[src/rtl/alu_issue_stage_pkg.sv]
// Shared types and constants for the ALU issue stage and its decoder.
package alu_issue_stage_pkg;

   localparam int unsigned XLEN      = 32;
   localparam int unsigned REGAW     = 5;
   localparam int unsigned ILEN      = 32;
   localparam int unsigned ALU_SEL_W = 4;

   typedef enum logic [ALU_SEL_W-1:0] {
      ALU_ADD  = 4'd0,
      ALU_SUB  = 4'd1,
      ALU_SLL  = 4'd2,
      ALU_SRL  = 4'd3,
      ALU_SRA  = 4'd4,
      ALU_SLT  = 4'd5,
      ALU_SLTU = 4'd6,
      ALU_XOR  = 4'd7,
      ALU_OR   = 4'd8,
      ALU_AND  = 4'd9,
      ALU_NOP  = 4'd10
   } alu_sel_e;

   typedef enum logic [1:0] {
      S_EMPTY = 2'd0,
      S_HALF  = 2'd1,
      S_FULL  = 2'd2
   } issue_state_e;

   localparam logic [6:0] OPC_OP     = 7'b0110011;
   localparam logic [6:0] OPC_OP_IMM = 7'b0010011;
   localparam logic [6:0] OPC_LUI    = 7'b0110111;
   localparam logic [6:0] OPC_AUIPC  = 7'b0010111;

   localparam logic [2:0] F3_ADD  = 3'b000;
   localparam logic [2:0] F3_SLL  = 3'b001;
   localparam logic [2:0] F3_SLT  = 3'b010;
   localparam logic [2:0] F3_SLTU = 3'b011;
   localparam logic [2:0] F3_XOR  = 3'b100;
   localparam logic [2:0] F3_SR   = 3'b101;
   localparam logic [2:0] F3_OR   = 3'b110;
   localparam logic [2:0] F3_AND  = 3'b111;

   localparam logic [6:0] F7_ZERO = 7'b0000000;
   localparam logic [6:0] F7_ALT  = 7'b0100000;

   typedef struct packed {
      alu_sel_e               alu_sel;
      logic [XLEN-1:0]        op1;
      logic [XLEN-1:0]        op2;
      logic [REGAW-1:0]       rd;
      logic                   wb_en;
      logic                   illegal;
      logic [XLEN-1:0]        pc;
   } issue_entry_t;

   localparam int unsigned ENTRY_W = $bits(issue_entry_t);

   // Base funct3 -> ALU op map (SUB/SRA are selected by funct7 on top of this)
   function automatic alu_sel_e f3_to_sel(input logic [2:0] f3);
      alu_sel_e sel;
      case (f3)
         F3_ADD:  sel = ALU_ADD;
         F3_SLL:  sel = ALU_SLL;
         F3_SLT:  sel = ALU_SLT;
         F3_SLTU: sel = ALU_SLTU;
         F3_XOR:  sel = ALU_XOR;
         F3_SR:   sel = ALU_SRL;
         F3_OR:   sel = ALU_OR;
         F3_AND:  sel = ALU_AND;
         default: sel = ALU_NOP;
      endcase
      return sel;
   endfunction

endpackage

[src/rtl/alu_issue_stage_if.sv]
// Fetch-side and execute-side handshake bundle of the ALU issue stage.
interface alu_issue_stage_if;
   import alu_issue_stage_pkg::*;

   logic                 flush;
   logic                 if_valid;
   logic                 if_ready;
   logic [ILEN-1:0]      if_instr;
   logic [XLEN-1:0]      if_pc;
   logic [REGAW-1:0]     rs1_addr;
   logic [REGAW-1:0]     rs2_addr;
   logic [XLEN-1:0]      rs1_data;
   logic [XLEN-1:0]      rs2_data;
   logic                 ex_valid;
   logic                 ex_ready;
   logic [ALU_SEL_W-1:0] ex_alu_sel;
   logic [XLEN-1:0]      ex_op1;
   logic [XLEN-1:0]      ex_op2;
   logic [REGAW-1:0]     ex_rd;
   logic                 ex_wb_en;
   logic                 ex_illegal;
   logic [XLEN-1:0]      ex_pc;

   // Environment view: fetch, regfile and execute unit
   modport master (
      output flush, if_valid, if_instr, if_pc, rs1_data, rs2_data, ex_ready,
      input  if_ready, rs1_addr, rs2_addr, ex_valid, ex_alu_sel, ex_op1, ex_op2,
             ex_rd, ex_wb_en, ex_illegal, ex_pc
   );

   // Issue stage view
   modport slave (
      input  flush, if_valid, if_instr, if_pc, rs1_data, rs2_data, ex_ready,
      output if_ready, rs1_addr, rs2_addr, ex_valid, ex_alu_sel, ex_op1, ex_op2,
             ex_rd, ex_wb_en, ex_illegal, ex_pc
   );

endinterface

[src/rtl/rv32i_alu_decode.sv]
// Combinational RV32I ALU-class decoder: instruction + pc + rs data -> issue entry.
module rv32i_alu_decode
   import alu_issue_stage_pkg::*;
(
   input  logic [ILEN-1:0]  i_instr,
   input  logic [XLEN-1:0]  i_pc,
   input  logic [XLEN-1:0]  i_rs1_data,
   input  logic [XLEN-1:0]  i_rs2_data,
   output issue_entry_t     o_entry_c
);

   logic [6:0]       w_opcode;
   logic [2:0]       w_f3;
   logic [6:0]       w_f7;
   logic [REGAW-1:0] w_rd;
   logic [XLEN-1:0]  w_imm_i;
   logic [XLEN-1:0]  w_imm_u;
   logic [XLEN-1:0]  w_shamt;

   assign w_opcode = i_instr[6:0];
   assign w_f3     = i_instr[14:12];
   assign w_f7     = i_instr[31:25];
   assign w_rd     = i_instr[11:7];
   assign w_imm_i  = XLEN'($signed(i_instr[31:20]));
   assign w_imm_u  = XLEN'({i_instr[31:12], 12'b0});
   assign w_shamt  = XLEN'(i_instr[24:20]);

   alu_sel_e        w_sel;
   logic [XLEN-1:0] w_op1;
   logic [XLEN-1:0] w_op2;
   logic            w_legal;

   // Opcode/funct decode; anything not legal collapses to a NOP with zero operands
   always_comb begin
      w_sel   = ALU_NOP;
      w_op1   = '0;
      w_op2   = '0;
      w_legal = 1'b0;
      case (w_opcode)
         OPC_OP: begin
            w_op1   = i_rs1_data;
            w_op2   = i_rs2_data;
            w_sel   = f3_to_sel(w_f3);
            w_legal = (w_f7 == F7_ZERO);
            if (w_f7 == F7_ALT && w_f3 == F3_ADD) begin
               w_sel   = ALU_SUB;
               w_legal = 1'b1;
            end else if (w_f7 == F7_ALT && w_f3 == F3_SR) begin
               w_sel   = ALU_SRA;
               w_legal = 1'b1;
            end
         end
         OPC_OP_IMM: begin
            w_op1   = i_rs1_data;
            w_op2   = w_imm_i;
            w_sel   = f3_to_sel(w_f3);
            w_legal = 1'b1;
            if (w_f3 == F3_SLL) begin
               w_op2   = w_shamt;
               w_legal = (w_f7 == F7_ZERO);
            end else if (w_f3 == F3_SR) begin
               w_op2   = w_shamt;
               if (w_f7 == F7_ALT) begin
                  w_sel = ALU_SRA;
               end
               w_legal = (w_f7 == F7_ZERO) || (w_f7 == F7_ALT);
            end
         end
         OPC_LUI: begin
            w_sel   = ALU_NOP;
            w_op2   = w_imm_u;
            w_legal = 1'b1;
         end
         OPC_AUIPC: begin
            w_sel   = ALU_ADD;
            w_op1   = i_pc;
            w_op2   = w_imm_u;
            w_legal = 1'b1;
         end
         default: begin
            w_legal = 1'b0;
         end
      endcase
      if (!w_legal) begin
         w_sel = ALU_NOP;
         w_op1 = '0;
         w_op2 = '0;
      end
   end

   // Assemble the issue entry
   always_comb begin
      o_entry_c         = '0;
      o_entry_c.alu_sel = w_sel;
      o_entry_c.op1     = w_op1;
      o_entry_c.op2     = w_op2;
      o_entry_c.rd      = w_rd;
      o_entry_c.wb_en   = w_legal && (w_rd != '0);
      o_entry_c.illegal = !w_legal;
      o_entry_c.pc      = i_pc;
   end

endmodule

[src/rtl/alu_issue_stage.sv]
// ALU issue stage: decodes fetched instructions into a main/skid buffer pair
// so the fetch-side ready can come straight from a flop.
module alu_issue_stage
   import alu_issue_stage_pkg::*;
(
   input  logic                clk,
   input  logic                rst_n,
   alu_issue_stage_if.slave    io_bus
);

   issue_state_e       r_state;
   issue_entry_t       r_main;
   logic [ENTRY_W-1:0] r_skid;
   logic               r_if_ready;
   logic               r_ex_valid;

   issue_entry_t       w_dec;
   logic               w_in;
   logic               w_out;

   assign io_bus.rs1_addr = io_bus.if_instr[19:15];
   assign io_bus.rs2_addr = io_bus.if_instr[24:20];

   rv32i_alu_decode u_decode (
      .i_instr    (io_bus.if_instr),
      .i_pc       (io_bus.if_pc),
      .i_rs1_data (io_bus.rs1_data),
      .i_rs2_data (io_bus.rs2_data),
      .o_entry_c  (w_dec)
   );

   assign w_in  = io_bus.if_valid && r_if_ready && !io_bus.flush;
   assign w_out = r_ex_valid && io_bus.ex_ready;

   // Occupancy FSM with main/skid registers; flush beats any transfer
   always_ff @(posedge clk or negedge rst_n) begin
      if (!rst_n) begin
         r_state    <= S_EMPTY;
         r_main     <= '0;
         r_skid     <= '0;
         r_if_ready <= 1'b0;
         r_ex_valid <= 1'b0;
      end else if (io_bus.flush) begin
         r_state    <= S_EMPTY;
         r_main     <= '0;
         r_skid     <= '0;
         r_if_ready <= 1'b1;
         r_ex_valid <= 1'b0;
      end else begin
         case (r_state)
            S_EMPTY: begin
               r_if_ready <= 1'b1;
               if (w_in) begin
                  r_main     <= w_dec;
                  r_state    <= S_HALF;
                  r_ex_valid <= 1'b1;
               end
            end
            S_HALF: begin
               if (w_in && !w_out) begin
                  r_skid     <= w_dec;
                  r_state    <= S_FULL;
                  r_if_ready <= 1'b0;
               end else if (!w_in && w_out) begin
                  r_state    <= S_EMPTY;
                  r_ex_valid <= 1'b0;
                  r_if_ready <= 1'b1;
               end else begin
                  if (w_in) begin
                     r_main <= w_dec;
                  end
                  r_if_ready <= 1'b1;
               end
            end
            S_FULL: begin
               if (w_out) begin
                  r_main     <= issue_entry_t'(r_skid);
                  r_state    <= S_HALF;
                  r_if_ready <= 1'b1;
               end else begin
                  r_if_ready <= 1'b0;
               end
            end
            default: begin
               r_state    <= S_EMPTY;
               r_ex_valid <= 1'b0;
               r_if_ready <= 1'b1;
            end
         endcase
      end
   end

   assign io_bus.if_ready   = r_if_ready;
   assign io_bus.ex_valid   = r_ex_valid;
   assign io_bus.ex_alu_sel = r_main.alu_sel;
   assign io_bus.ex_op1     = r_main.op1;
   assign io_bus.ex_op2     = r_main.op2;
   assign io_bus.ex_rd      = r_main.rd;
   assign io_bus.ex_wb_en   = r_main.wb_en;
   assign io_bus.ex_illegal = r_main.illegal;
   assign io_bus.ex_pc      = r_main.pc;

endmodule

[src/flat_wrapper.sv]
// flat-port wrapper written by rule: the top's interface ports become plain ports
module alu_issue_stage_flat import alu_issue_stage_pkg::*;
  (clk, rst_n, io_bus_flush, io_bus_if_valid, io_bus_if_instr, io_bus_if_pc, io_bus_rs1_data, io_bus_rs2_data, io_bus_ex_ready, io_bus_if_ready, io_bus_rs1_addr, io_bus_rs2_addr, io_bus_ex_valid, io_bus_ex_alu_sel, io_bus_ex_op1, io_bus_ex_op2, io_bus_ex_rd, io_bus_ex_wb_en, io_bus_ex_illegal, io_bus_ex_pc);
  alu_issue_stage_if io_bus_i ();
  input  logic clk;
  input  logic rst_n;
  input wire logic [$bits(io_bus_i.flush)-1:0] io_bus_flush;
  input wire logic [$bits(io_bus_i.if_valid)-1:0] io_bus_if_valid;
  input wire logic [$bits(io_bus_i.if_instr)-1:0] io_bus_if_instr;
  input wire logic [$bits(io_bus_i.if_pc)-1:0] io_bus_if_pc;
  input wire logic [$bits(io_bus_i.rs1_data)-1:0] io_bus_rs1_data;
  input wire logic [$bits(io_bus_i.rs2_data)-1:0] io_bus_rs2_data;
  input wire logic [$bits(io_bus_i.ex_ready)-1:0] io_bus_ex_ready;
  output wire logic [$bits(io_bus_i.if_ready)-1:0] io_bus_if_ready;
  output wire logic [$bits(io_bus_i.rs1_addr)-1:0] io_bus_rs1_addr;
  output wire logic [$bits(io_bus_i.rs2_addr)-1:0] io_bus_rs2_addr;
  output wire logic [$bits(io_bus_i.ex_valid)-1:0] io_bus_ex_valid;
  output wire logic [$bits(io_bus_i.ex_alu_sel)-1:0] io_bus_ex_alu_sel;
  output wire logic [$bits(io_bus_i.ex_op1)-1:0] io_bus_ex_op1;
  output wire logic [$bits(io_bus_i.ex_op2)-1:0] io_bus_ex_op2;
  output wire logic [$bits(io_bus_i.ex_rd)-1:0] io_bus_ex_rd;
  output wire logic [$bits(io_bus_i.ex_wb_en)-1:0] io_bus_ex_wb_en;
  output wire logic [$bits(io_bus_i.ex_illegal)-1:0] io_bus_ex_illegal;
  output wire logic [$bits(io_bus_i.ex_pc)-1:0] io_bus_ex_pc;
  assign io_bus_i.flush = io_bus_flush;
  assign io_bus_i.if_valid = io_bus_if_valid;
  assign io_bus_i.if_instr = io_bus_if_instr;
  assign io_bus_i.if_pc = io_bus_if_pc;
  assign io_bus_i.rs1_data = io_bus_rs1_data;
  assign io_bus_i.rs2_data = io_bus_rs2_data;
  assign io_bus_i.ex_ready = io_bus_ex_ready;
  assign io_bus_if_ready = io_bus_i.if_ready;
  assign io_bus_rs1_addr = io_bus_i.rs1_addr;
  assign io_bus_rs2_addr = io_bus_i.rs2_addr;
  assign io_bus_ex_valid = io_bus_i.ex_valid;
  assign io_bus_ex_alu_sel = io_bus_i.ex_alu_sel;
  assign io_bus_ex_op1 = io_bus_i.ex_op1;
  assign io_bus_ex_op2 = io_bus_i.ex_op2;
  assign io_bus_ex_rd = io_bus_i.ex_rd;
  assign io_bus_ex_wb_en = io_bus_i.ex_wb_en;
  assign io_bus_ex_illegal = io_bus_i.ex_illegal;
  assign io_bus_ex_pc = io_bus_i.ex_pc;
  alu_issue_stage u_core (.clk(clk), .rst_n(rst_n), .io_bus(io_bus_i));
endmodule
[config.mk]
export PLATFORM = sky130hd
export DESIGN_NAME = alu_issue_stage_flat
export DESIGN_NICKNAME = d
export VERILOG_FILES = /design/src/rtl/alu_issue_stage_pkg.sv /design/src/rtl/alu_issue_stage_if.sv /design/src/rtl/rv32i_alu_decode.sv /design/src/rtl/alu_issue_stage.sv /design/src/flat_wrapper.sv
export SDC_FILE = /design/constraint.sdc
export NUM_CORES = 1
export LEC_CHECK = 0
export CORE_AREA = 2 2 153 155
export DETAILED_ROUTE_END_ITERATION = 16
export DIE_AREA = 0 0 155 157
export PLACE_DENSITY_LB_ADDON = 0.08
export SETUP_SLACK_MARGIN = 0.05
export SKIP_LAST_GASP = 1
export SYNTH_ARGS = -nofsm -noshare
export SYNTH_HDL_FRONTEND = slang
export SYNTH_SLANG_ARGS = --single-unit
[constraint.sdc]
create_clock -name clk -period 2.6 [get_ports clk]
set_clock_uncertainty 0.05 [all_clocks]
set_input_delay 0.26 -clock clk [delete_from_list [all_inputs] [get_ports clk]]
set_output_delay 0.26 -clock clk [all_outputs]
set_load 0.03 [all_outputs]
==> run_results.csv, run 1 <==
group,metric,value,unit
route,wl,30.4,mm
worst_hold_path,hold_class,"primary input to async pin",
cells_and_area,fin_nets,1432,
global_routing,grt-ovfl-total,0,
die,die_area,24300,um2
die,ios,252,
clock_network,clk_pin_slew,0.06,ns
cells_and_area,area_growth,40.8,%
place,routabilityCongestion,0.848,
synthesis,synth_cell_types,51,
synthesis,synth_ff_type,"dfrtp_1",
clock_network,cts_tree,"done",
clock_network,h-tree-depth,1,
route,vias,9031,
cells_and_area,final_util,63.3,%
synthesis,postSynthCellCount,1054,
synthesis,yosysTopAreaCell,"dfrtp_1",
global_routing,grt_pass1_vias,9107,
clock_network,cts_resized,0,
timing,drv_slew,0,
synthesis,async_flop_share,100,%
synthesis,synth_top_area_share,53.9,%
cells_and_area,drive_above_1_share,12.2,%
clock_network,clock_sinks,218,
timing,fin_crit_sh,89.7,%
clock_network,cts_hold_buf,1,
route,drt-initial-drc-count,500,
cells_and_area,n_antenna_cell,0,
clock_network,clkLatencyLatePin,0.52,ns
route,viasPerCell,5.65,
worst_setup_path,cpMaxStageDelayCell,"or4_4",
die,initial_utilization,44.9,%
worst_setup_path,worstPathRequired,2.96,ns
power_and_ir_drop,leakagePower,6.33,nW
timing,setup_viol,0,
synthesis,synth.net_count,1193,
global_routing,track_usage,25.0,%
synthesis,synth_edf_count,0,
timing,worst_slack,0.267,ns
place,post-place-ws,-0.246,ns
timing,final.setup.tns,0,ns
synthesis,netlist_area,10100,um2
worst_setup_path,cp_num_buf_inv,2,
global_routing,antenna_found_initial,0,
timing,min_period,2.33,ns
job,maxCapViolCount,0,
power_and_ir_drop,powerDensity,765,nW/um2
die,core_area,22500,um2
clock_network,numCtsBuffers,25,
route,detail-route-antenna-nets,0,
synthesis,avgSynthCellArea,9.60,um2
worst_setup_path,critical_path_class,"primary input to register",
worst_setup_path,worstPathCellList,"clkdlybuf4s50_1 > or4_4 > nor3_1 > nand4_1 > and3_1 > or3_4 > buf_12 > o31ai_1",
clock_network,clock_path_buffers,3,
place,dpl.hpwl,19.8,mm
power_and_ir_drop,peakVddDrop,0.494,mV
route,drc,0,
timing,slew_headroom,50.4,%
timing,final_hold_viol_count,0,
clock_network,cts_setup_buffers,0,
worst_setup_path,crit_cells,8,
route,route.detailed.wl_per_inst,19.0,um
place,io_buffers,251,
clock_network,cts_root_buf,"clkbuf_16",
synthesis,ys_ff_latch,218,
timing,worstMarginPinSlew,0.744,ns
worst_setup_path,start_kind,"primary input",
die,rows,55,
global_routing,grt_pass1_wl,49.0,mm
route,drt_pass1_iterations,5,
run_status,status,"complete, no violations",
timing,max_freq,429,MHz
die,die_x,155,um
synthesis,ys_seq_area_share,53.9,%
worst_setup_path,path_delay_family,"simple AND/OR/NAND/NOR gates",
global_routing,grt_max_degree,71,
synthesis,synth_area_leaders,"dfrtp_1 54%, a21oi_1 5.5%, nand2_1 5.1%, nor2_1 4.7%, a221oi_1 3.2%",
worst_setup_path,reg2reg_depth,9,
die,dieHeight,157,um
worst_setup_path,arrival,2.70,ns
worst_setup_path,max_stage_delay,0.57,ns
timing,rsz0062_at_grt,"no",
synthesis,yosys_warnings,0,
worst_setup_path,critPathMaxFanout,14,
worst_setup_path,setup.worst_path.end_class,"register",
==> logic make-up (layout without fill, tap and decap cells) <==
family	count (synthesis)	after routing	share of synthesized area [%]
AOI/OAI and AO/OA	358	358	24.2
and+or+nand+nor	355	355	15.6
DFF	218	218	53.9
buffers and inverters	109	367	4.81
adders and majority gates	6	6	0.742
muxes	6	6	0.594
xor gates and xnor gates	2	2	0.173
==> worst reg2reg max path, cell delays in order, from the launching register on <==
cell	delay (ns)
dfrtp_1	0.43
inv_1	0.11
ha_1	0.25
and3b_1	0.20
o221a_2	0.24
or2_4	0.28
buf_4	0.21
and3_1	0.18
a21oi_1	0.12
o31ai_1	0.09
==> final timing paths <==
kind,endpoint,slack (ns),start
hold / removal,u_core.io_bus.ex_pc[25],0.23,rst_n
setup / recovery,u_core.r_skid[43],0.27,io_bus_if_instr[25]
setup reg to reg,u_core.io_bus.ex_op2[0],0.30,u_core.r_state[0]
max in group asynchronous,u_core.io_bus.ex_pc[12],1.41,rst_n
hold reg to reg,u_core.r_skid[101],0.42,u_core.r_skid[101]
min in group clk,u_core.r_skid[28],0.29,io_bus_if_pc[28]
==> layer usage <==
metal / track usage [%] / up-vias / wire, um
li1: - / 4247 / -
met3: 5.04 / 42 / 2160
met2: 42.8 / 334 / 14700
met1: 32.7 / 4406 / 12900
met5: 1.66 / - / 57
met4: 6.00 / 2 / 610
==> cell usage in the layout (no fill, tap or decap), drive strengths merged, types with 6 or more instances in the layout <==
cell	synthesis	final
nor3	10	10
ha	6	6
mux2i	6	6
a221o	19	19
a22o	26	26
clkbuf	77	29
bufinv	0	8
inv	8	9
a21o	19	19
and3	51	51
buf	24	63
a221oi	37	37
clkinv	0	7
a21oi	111	111
nor2	127	127
clkdlybuf4s50	0	249
nand2	138	138
a22oi	32	32
o31ai	10	10
o21ai	90	90
dfrtp	218	218
nand3	6	6
==> stage by stage <==
stage                     power [mW]  instances  area [um2]  hold slack (ns)
after CTS                       11.0       1597       14200            0.251
after global placement          6.86       1550       13300            0.214
final                           10.9       1597       14200            0.227
after detailed placement        6.88       1550       13300            0.211
after floorplan                 5.47       1054       10100          -0.0856
after global routing            11.4       1597       14200            0.267
==> layout make-up <==
class / instances / area (um2)
tap: 285 / 357
sequential: 218 / 5460
fill: 1912 / 8260
timing repair buffer: 313 / 3190
clock buffer: 29 / 671
clock inverter: 17 / 295
inverter: 8 / 30.0
multi-input combinational: 727 / 4240
==> registers in the layout (all words and copies together) (netlist names) <==
signal                    cells
u_core.r_skid               107
u_core.io_bus.ex_op1         32
u_core.io_bus.ex_op2         32
u_core.io_bus.ex_pc          32
u_core.io_bus.ex_rd           5
u_core.io_bus.ex_alu_sel      4
u_core.r_state                2
u_core.io_bus.ex_illegal      1
u_core.io_bus.ex_valid        1
u_core.io_bus.ex_wb_en        1
u_core.io_bus.if_ready        1
==> synthesized netlist by cell type, types with 6 or more instances <==
cell / count
dfrtp_1: 218
nand2_1: 138
nor2_1: 127
a21oi_1: 111
clkbuf_1: 77
o21ai_0: 60
and3_1: 51
a221oi_1: 37
a22oi_1: 32
o21ai_2: 30
a22o_1: 26
a21o_1: 19
a221o_1: 19
buf_4: 10
o31ai_1: 10
inv_1: 8
nor3_1: 8
buf_1: 7
ha_1: 6
mux2i_1: 6
nand3_1: 6
==> power breakdown <==
group	switching [mW]	internal, mW	leakage (nW)
logic	1.69	1.20	2.91
clock network	1.45	2.64	0.476
registers	0.186	3.72	2.94
No activity file was read; power rests on OpenSTA's default activity.
==> run 2, diff against run 1 <==
--- a/config.mk
+++ b/config.mk
@@ -6,6 +6,7 @@
 export NUM_CORES = 1
 export LEC_CHECK = 0
 export CORE_AREA = 2 2 153 155
+export CTS_CLUSTER_DIAMETER = 30
 export DETAILED_ROUTE_END_ITERATION = 16
 export DIE_AREA = 0 0 155 157
 export PLACE_DENSITY_LB_ADDON = 0.08
==> run 2 against run 1 <==
Die area did not move. Largest cell class unchanged. Highest routed layer is now met4. Cell area up 4.1%. Hold slack better by 0.016 ns. Critical path type unchanged. Flip-flop and latch count unchanged.
==> run_results.csv, run 2 (synthesis gave the netlist of run 1 again) <==
group,metric,value,unit
route,wl,31.0,mm
cells_and_area,fin_area,14800,um2
worst_setup_path,reg2reg_depth,9,
clock_network,cts_setup_buffers,0,
cells_and_area,drive_above_1_share,13.7,%
route,drc,0,
worst_setup_path,arrival,2.69,ns
cells_and_area,n_antenna_cell,0,
clock_network,clk_pin_slew,0.04,ns
die,rows,55,
die,initial_utilization,44.9,%
global_routing,grt_pass1_wl,50.1,mm
worst_setup_path,r2r_slack,0.28,ns
cells_and_area,largest_reg_flops,107,
power_and_ir_drop,p_total,12.6,mW
place,routabilityCongestion,0.848,
power_and_ir_drop,peakVddDrop,0.663,mV
power_and_ir_drop,powerDensity,849,nW/um2
timing,worstMarginPinSlew,0.724,ns
die,die_x,155,um
route,vias,9164,
worst_setup_path,reg2reg_to,"u_core.io_bus.ex_op1[7]",
timing,slew_headroom,51.7,%
job,maxCapViolCount,0,
cells_and_area,final_cell_mix,"249 x clkdlybuf4s50_1, 217 x dfrtp_1, 137 x nand2_1, 124 x nor2_1, 111 x a21oi_1",
global_routing,antenna_found_initial,0,
worst_setup_path,path_delay_family,"simple AND/OR/NAND/NOR gates",
worst_setup_path,cpMaxStageDelayCell,"or4_4",
route,drt_pass1_iterations,7,
route,viasPerCell,5.61,
global_routing,use_met3,6.08,%
global_routing,grt_pass1_vias,9420,
global_routing,use_met1,33.2,%
cells_and_area,fin_cells,1634,
worst_setup_path,cp_num_buf_inv,2,
global_routing,grt-ovfl-total,0,
place,dpl.hpwl,19.8,mm
power_and_ir_drop,leakagePower,6.62,nW
worst_setup_path,worstPathRequired,2.97,ns
worst_setup_path,critPathMaxFanout,33,
place,io_buffers,251,
timing,drv_slew,0,
worst_setup_path,rr_startpoint,"u_core.r_state[0]",
worst_setup_path,worstPathCellList,"clkdlybuf4s50_1 > or4_4 > nor3_1 > nand4_1 > and3_1 > or3_4 > buf_12 > o21ai_0",
timing,min_period,2.32,ns
clock_network,h-tree-depth,2,
timing,timing.hold.ws,0.243,ns
clock_network,numCtsBuffers,46,
timing,worst_slack,0.279,ns
die,die_area,24300,um2
cells_and_area,area_growth,46.5,%
clock_network,cts_resized,0,
cells_and_area,mostFrequentLayoutCell,"clkdlybuf4s50_1",
worst_setup_path,setup.worst_path.end_class,"register",
place,placed_area,13300,um2
cells_and_area,fillers,1828,
cells_and_area,regMostFlops,"u_core.r_skid",
route,drt-initial-drc-count,465,
place,post-place-ws,-0.246,ns
worst_setup_path,start_kind,"primary input",
clock_network,clkLatencyLatePin,0.52,ns
timing,setup_viol,0,
timing,rsz0062_at_grt,"no",
route,route.detailed.wl_per_inst,18.9,um
clock_network,cts_tree,"done",
run_status,status,"complete, no violations",
die,core_area,22500,um2
worst_hold_path,hold_class,"primary input to async pin",
clock_network,clock_path_buffers,3,
timing,final_hold_viol_count,0,
worst_setup_path,critical_path_class,"primary input to register",
cells_and_area,fin_nets,1453,
global_routing,track_usage,25.8,%
clock_network,cts_hold_buf,1,
global_routing,grt_max_degree,71,
global_routing,top_usage_layer,"met2",
place,dp.cells,1550,
die,ios,252,
die,dieHeight,157,um
clock_network,cts_root_buf,"clkbuf_16",
clock_network,clock_sinks,218,
worst_setup_path,max_stage_delay,0.57,ns
timing,max_freq,431,MHz
route,detail-route-antenna-nets,0,
timing,fin_crit_sh,89.3,%
global_routing,grt_use_met2,43.2,%
[run 2: cell types whose count changed in the layout (fill, tap and decap cells not counted), sizes merged]
cell / delta
bufinv: -3
clkbuf: +37
clkinv: +4
inv: -1
[run 2: where the power goes]
group,internal (mW),switching (mW)
logic,1.20,1.70
clock network,4.00,1.76
registers,3.74,0.185
total,8.94,3.65
[run 2: final cells by class]
type	instances	area, um2	share of cell area, %
clock buffer	66	1330	8.98
clock inverter	17	213	1.44
inverter	8	30.0	0.203
multi-input combinational	727	4240	28.6
sequential	218	5460	36.8
tap	285	357	2.41
timing repair buffer	313	3190	21.6
[run 2: worst max path at each step]
| stage | from | to | slack [ns] | cells past startpoint |
|---|---|---|---|---|
| finish | io_bus_if_instr[25] | u_core.r_skid[46] | 0.28 | 8 |
| global route | u_core.io_bus.if_ready | u_core.io_bus.ex_pc[16] | 0.12 | 10 |
| CTS | u_core.r_state[0] | u_core.io_bus.ex_op1[7] | 0.29 | 9 |
| detailed placement | io_bus_if_instr[25] | u_core.r_skid[41] | -0.25 | 8 |
| global placement | io_bus_if_instr[25] | u_core.r_skid[39] | -0.16 | 8 |
| floorplan | u_core.io_bus.if_ready | u_core.io_bus.ex_op2[31] | 0.05 | 10 |
[run 2: metrics by stage]
| step | utilization, % | TNS, ns |
|---|---|---|
| floorplan | - | 0 |
| global placement | 58.9 | -5.44 |
| detailed placement | 58.9 | -10.01 |
| CTS | 65.8 | 0 |
| global route | 65.8 | 0 |
| finish | 65.8 | 0 |
[run 2: metal layers]
| layer | vias to the layer above | wire length [um] | share of wire [%] |
|---|---|---|---|
| met1 | 4459 | 13100 | 42 |
| li1 | 4303 | - | - |
| met2 | 348 | 14900 | 48 |
| met5 | - | 0 | 0 |
| met4 | 0 | 776 | 2.5 |
| met3 | 54 | 2260 | 7.3 |
